[config.mk]
export PLATFORM = sky130hd
export DESIGN_NAME = mux_scan_nto1
export DESIGN_NICKNAME = d
export VERILOG_FILES = /design/src/rtl/mux_scan_nto1.sv
export SDC_FILE = /design/constraint.sdc
export NUM_CORES = 1
export LEC_CHECK = 0
export CORE_AREA = 2 2 39 41
export DETAILED_ROUTE_END_ITERATION = 6
export DIE_AREA = 0 0 41 43
export PLACE_DENSITY = 0.81
export SETUP_SLACK_MARGIN = 0.02
export SYNTH_ARGS = -nofsm -noshare
export SYNTH_HDL_FRONTEND = slang
export SYNTH_SLANG_ARGS = --single-unit
[constraint.sdc]
create_clock -name clk -period 4 [get_ports clk]
set_input_delay 1.2 -clock clk [delete_from_list [all_inputs] [get_ports clk]]
set_output_delay 1.2 -clock clk [all_outputs]
set_load 0.02 [all_outputs]
[src/rtl/mux_scan_nto1.sv]
// rtl/mux_scan_nto1.sv - registered N-to-1 W-bit mux with direct select and auto-scan modes
module mux_scan_nto1 #(
  parameter int N     = 6,
  parameter int W     = 1,
  parameter int DWELL = 1,
  parameter int SELW  = $clog2(N)
) (
  input  logic              clk,
  input  logic              reset,
  input  logic [N*W-1:0]    din,
  input  logic [SELW-1:0]   sel,
  input  logic              mode,
  input  logic              en,
  output logic [W-1:0]      out,
  output logic [SELW-1:0]   out_ch,
  output logic              out_valid,
  output logic              sel_err,
  output logic              scan_wrap
);

  localparam int DWW  = (DWELL > 1) ? $clog2(DWELL) : 1;
  localparam int NPOW = 1 << SELW;
  localparam logic [SELW:0]   N_EXT   = (SELW+1)'(N);
  localparam logic [SELW-1:0] CH_LAST = SELW'(N - 1);
  localparam logic [DWW-1:0]  DW_LAST = DWW'(DWELL - 1);

  localparam logic [0:0] ST_DIRECT = 1'b0;
  localparam logic [0:0] ST_SCAN   = 1'b1;

  // Padded to a power of two so any sel value indexes a defined entry.
  logic [W-1:0] chan [NPOW];
  for (genvar k = 0; k < NPOW; k++) begin : g_chan
    if (k < N) begin : g_real
      assign chan[k] = din[k*W +: W];
    end else begin : g_pad
      assign chan[k] = '0;
    end
  end

  logic [0:0]      state_q, state_d;
  logic [SELW-1:0] ch_q, ch_d;
  logic [DWW-1:0]  dw_q, dw_d;
  logic [W-1:0]    out_q, out_d;
  logic [SELW-1:0] out_ch_q, out_ch_d;
  logic            valid_q, valid_d;
  logic            err_q, err_d;
  logic            wrap_q, wrap_d;

  logic [SELW-1:0] cur_ch;
  logic [DWW-1:0]  cur_dw;
  logic            sel_ok;

  always_comb begin
    state_d  = state_q;
    ch_d     = ch_q;
    dw_d     = dw_q;
    out_d    = out_q;
    out_ch_d = out_ch_q;
    valid_d  = valid_q;
    err_d    = err_q;
    wrap_d   = 1'b0;
    sel_ok   = ({1'b0, sel} < N_EXT);
    // Entering scan from direct always starts on channel 0 with a fresh dwell.
    cur_ch   = (state_q == ST_SCAN) ? ch_q : '0;
    cur_dw   = (state_q == ST_SCAN) ? dw_q : '0;

    if (en) begin
      if (!mode) begin
        state_d = ST_DIRECT;
        ch_d    = '0;
        dw_d    = '0;
        if (sel_ok) begin
          out_d    = chan[sel];
          out_ch_d = sel;
          valid_d  = 1'b1;
          err_d    = 1'b0;
        end else begin
          valid_d  = 1'b0;
          err_d    = 1'b1;
        end
      end else begin
        state_d  = ST_SCAN;
        out_d    = chan[cur_ch];
        out_ch_d = cur_ch;
        valid_d  = 1'b1;
        err_d    = 1'b0;
        if (cur_dw == DW_LAST) begin
          dw_d   = '0;
          ch_d   = (cur_ch == CH_LAST) ? '0 : cur_ch + 1'b1;
          wrap_d = (cur_ch == CH_LAST);
        end else begin
          dw_d   = cur_dw + 1'b1;
          ch_d   = cur_ch;
        end
      end
    end
  end

  always_ff @(posedge clk) begin
    if (reset) begin
      state_q  <= ST_DIRECT;
      ch_q     <= '0;
      dw_q     <= '0;
      out_q    <= '0;
      out_ch_q <= '0;
      valid_q  <= 1'b0;
      err_q    <= 1'b0;
      wrap_q   <= 1'b0;
    end else begin
      state_q  <= state_d;
      ch_q     <= ch_d;
      dw_q     <= dw_d;
      out_q    <= out_d;
      out_ch_q <= out_ch_d;
      valid_q  <= valid_d;
      err_q    <= err_d;
      wrap_q   <= wrap_d;
    end
  end

  assign out       = out_q;
  assign out_ch    = out_ch_q;
  assign out_valid = valid_q;
  assign sel_err   = err_q;
  assign scan_wrap = wrap_q;

endmodule

Word-level counts from Yosys, hierarchy flattened
Index checks and enable logic that the tools add are counted.

cells by class
  $add $sub $neg = 2
  $lt $le $gt $ge = 3
  equality and inequality tests = 1
  multiplexer cells = 22
  bitwise operators = 4
  reduce and logical (&&, ||, !) cells = 3

operators with widths
  cell                   number
  $mux W3                6
  $mux W1                14
  $ge A4 B4 Y1 const B   2
  $not A3 Y4             2
  $bmux W1 S3            2
  $reduce_or A4 Y1       1
  $add A3 B1 Y3 const B  1
  $eq A3 B3 Y1 const B   1
  $lt A3 B3 Y1 const B   1
  $not A1 Y1             2
  $reduce_and A2 Y1      1
  $reduce_bool A2 Y1     1
  $add A1 B1 Y1 const B  1

storage, ports and cells
  register bits = 12
  bits of input ports = 13
  output and inout bits = 7
  logic and storage cells = 43

Longest topological paths before layout
  word-level depth = 6
  depth in mapped cells = 5
  gate-level depth less buffers = 4

Least setup slack after synthesis
Ideal clock, no wire load.

  path type = in2reg
  start = in sel[0]
  end = reg out_q, in the netlist out
  setup time = 0.121 ns
  data arrival time = 2.071 ns
  data required time = 3.879 ns
  setup slack = 1.809 ns
  stages = 4
  buffers on the path = 0
  cells stage by stage = mux4_2 or2_1 a21oi_2 o41ai_2

between the ends
  longest elaborated chain between the ends = 6
  elaborated cells on any way between the ends = 9
  those cells by class = order compare (1); mux (5); bitwise (1); reduce/logical (2)

ends and longest elaborated chain
  element                                      line  RTL
  start: declaration                           11    input logic [SELW-1:0] sel,
  $not A3 Y4 (not written as such)             73    out_d = chan[sel];
  $bmux W1 S3                                  73
  $mux W1 (not written as such) (2 in series)  73
  $mux W1                                      72    if (sel_ok) begin
  $mux W1                                      68    if (!mode) begin
  end signal: assignment                       113   out_q <= out_d;
  end: declaration                             43    logic [W-1:0] out_q, out_d;

Several ways; a longest one is shown, not always the timed one. The select of a mux whose other input is x is not followed.
A chain may end at the register's enable or synchronous reset.

Final worst setup path
Same ends and word-level chain as after synthesis.

==> results.cfg <==
[status]
status = finished clean

[synthesis]
ys_types = 30
ys_ff_latch = 11
async_flop_share_pct = 0
seq_area_frac_synth_pct = 38.2
yosysWarningCount = 0
syn_area_um2 = 577
netlist_top_cells_count = dfxtp_1, nor2_1, a21oi_1
synth_area_leaders = dfxtp_1, mux2i_1, a21oi_1
synthFlopType = dfxtp_1
yosysTopAreaCellShare_pct = 38.2
synth_edf_count = 0
synth.largest_area_cell = dfxtp_1
syn_inst = 66
syn-mean-instance-area_um2 = 8.74
syn-num-nets = 79
yosysMostFrequentCell = dfxtp_1

[min_path]
worstHoldPathCells = 2
min_path_type = reg -> reg
min-delay-start = sel_err
hold_end = sel_err

[floorplanning]
core-area_um2 = 1380
die_h_um = 43
io_pins = 20
rows = 14
start_util_pct = 41.7
die_area_um2 = 1760
die_x_um = 41

[power]
p_per_area_nw_per_um2 = 315
vdd_drop_max_mv = 0.176
p_leak_nw = 0.280
power.total_mw = 0.249

[timing]
rsz0062_at_grt = false
fmax_mhz = 396
finalCriticalPeriod_ns = 2.53
maxSlewViolCount = 0
skew_ns = 0.00698
tightest_slew_ns = 0.440
slew_headroom_pct = 70.6
finalCritPeriodShare_pct = 63.2
finalHoldViolations = 0
tns_ns = 0
setup_viol = 0

[setup_path]
worstPathMaxFanout = 3
end_kind = flip-flop
crit_slowest_cell = clkdlybuf4s50_1
rr_startpoint = ch_q[0]
cp_cell_sequence = clkdlybuf4s50_1 -> mux4_2 -> or2_1 -> a21oi_2 -> o41ai_2
r2r_slack_ns = 2.69
rr_worst_depth = 4
startpoint_type = input pin
critPathRequiredTime_ns = 4.16
reg2reg_to = out
cp_data_arrival_time_ns = 2.69
path_class = in -> reg
max_stage_delay_ns = 0.53

[detailed_routing]
dr.pass1.iters = 4
via_count = 567
drc = 0
drt-total-wl_mm = 1.25
ant_nets = 0
wl_per_cell_um = 12.3
drt_iter0_markers = 18
via_per_inst = 5.61

[placement]
hpwl_um = 969
io_buffer_count = 19
gp_congestion = 0.761
place_area_um2 = 762

[cells_and_area]
drive_gt1_share_pct = 10.6
area_growth_pct = 36.9
post-route-cell-area_um2 = 790
nets = 99
n_antenna_cell = 0

[clocking]
htreeDepth = 1
clkLatencyLatePin_ns = 0.28
cts_buffers = 3
postCtsSetupRepairBufs = 0
cts_resized = 0
cts_tree = yes
root_buffer = clkbuf_4
clkSinkCount = 11
path_clk_slew_ns = 0.08
cts_max_path_buffers = 2
cts_hold_repair.buffers = 0

[global_route]
grt.overflow.total = 0
first_global_vias = 488
grt_usage_pct = 17.1
antenna_found_initial = 0
grt_pass1_wl_mm = 2.02
grt_start_max_net_pins = 13

[flow_run]
max-cap-violations = 0
## worst max-delay path by stage
stage	startpoint	end	slack, ns	cells past startpoint
global placement	sel[0]	out	1.21	5
detailed placement	sel[0]	out	1.17	5
floorplan	sel[0]	out	1.81	4
CTS	sel[0]	out	1.47	5
global route	mode	out_ch[0]	1.34	5
finish	sel[0]	out	1.47	5
## sequential cells by signal, summed over array words and instances (netlist names)
signal	flops
ch_q	3
out_ch	3
out	1
out_valid	1
scan_wrap	1
sel_err	1
state_q	1
## metal layers
metal	GRT usage (%)	vias to the layer above	routed length (um)
met5	0	-	0
li1	-	285	-
met4	8.67	0	22
met3	8.38	5	81
met2	24.7	21	601
met1	19.9	256	540
## through the flow
step           cells  setup WS (ns)  util (%)  hold WS, ns
2_1_floorplan     66           1.81         -        0.501
5_1_grt          101           1.34      57.1        0.519
6_report         101           1.47      57.1        0.494
3_5_place_dp      97           1.17      55.1        0.472
3_3_place_gp      97           1.21      55.1        0.467
4_1_cts          101           1.47      57.1        0.488
## where the power goes
group / switching (mW) / total [mW] / internal [mW]
logic: 0.0236 / 0.0519 / 0.0283
clock network: 0.0397 / 0.0768 / 0.0371
registers: 0.00515 / 0.120 / 0.115
## cell families (layout without fill, tap and decap cells)
logic type             Yosys count  count (layout)  share of synthesized area [%]
flip-flops                      11              11                           38.2
buffers and inverters            7              26                           6.29
multiplexers                     5               5                           10.8
AND/OR/NAND/NOR                 26              26                           23.6
AO/OA/AOI/OAI                   17              17                           21.0
## layout by cell type (no fill, tap or decap), drive strengths merged, types with 2 or more instances in the layout
cell type | synthesis | routed
clkdlybuf4s50 | 0 | 19
nor3 | 3 | 3
a21oi | 8 | 8
nand2 | 3 | 3
dfxtp | 11 | 11
a311oi | 3 | 3
inv | 3 | 3
nand3 | 3 | 3
clkbuf | 1 | 3
mux2i | 4 | 4
o21ai | 2 | 2
nor2 | 8 | 8
## critical path: cells and delay by family
kind | cells | cell delay, ns
AND/OR/NAND/NOR | 1 | 0.23
AO/OA/AOI/OAI | 2 | 0.21
multiplexers | 1 | 0.51
buffers and inverters | 1 | 0.53
## final cells by class
class | instances | area (um2)
inverter | 3 | 11.3
clock inverter | 1 | 5.00
timing repair buffer | 19 | 190
multi-input combinational | 48 | 320
tap | 16 | 20.0
sequential | 11 | 220
clock buffer | 3 | 22.5
fill | 130 | 594
Note: power is estimated with default switching activity, not from simulation.
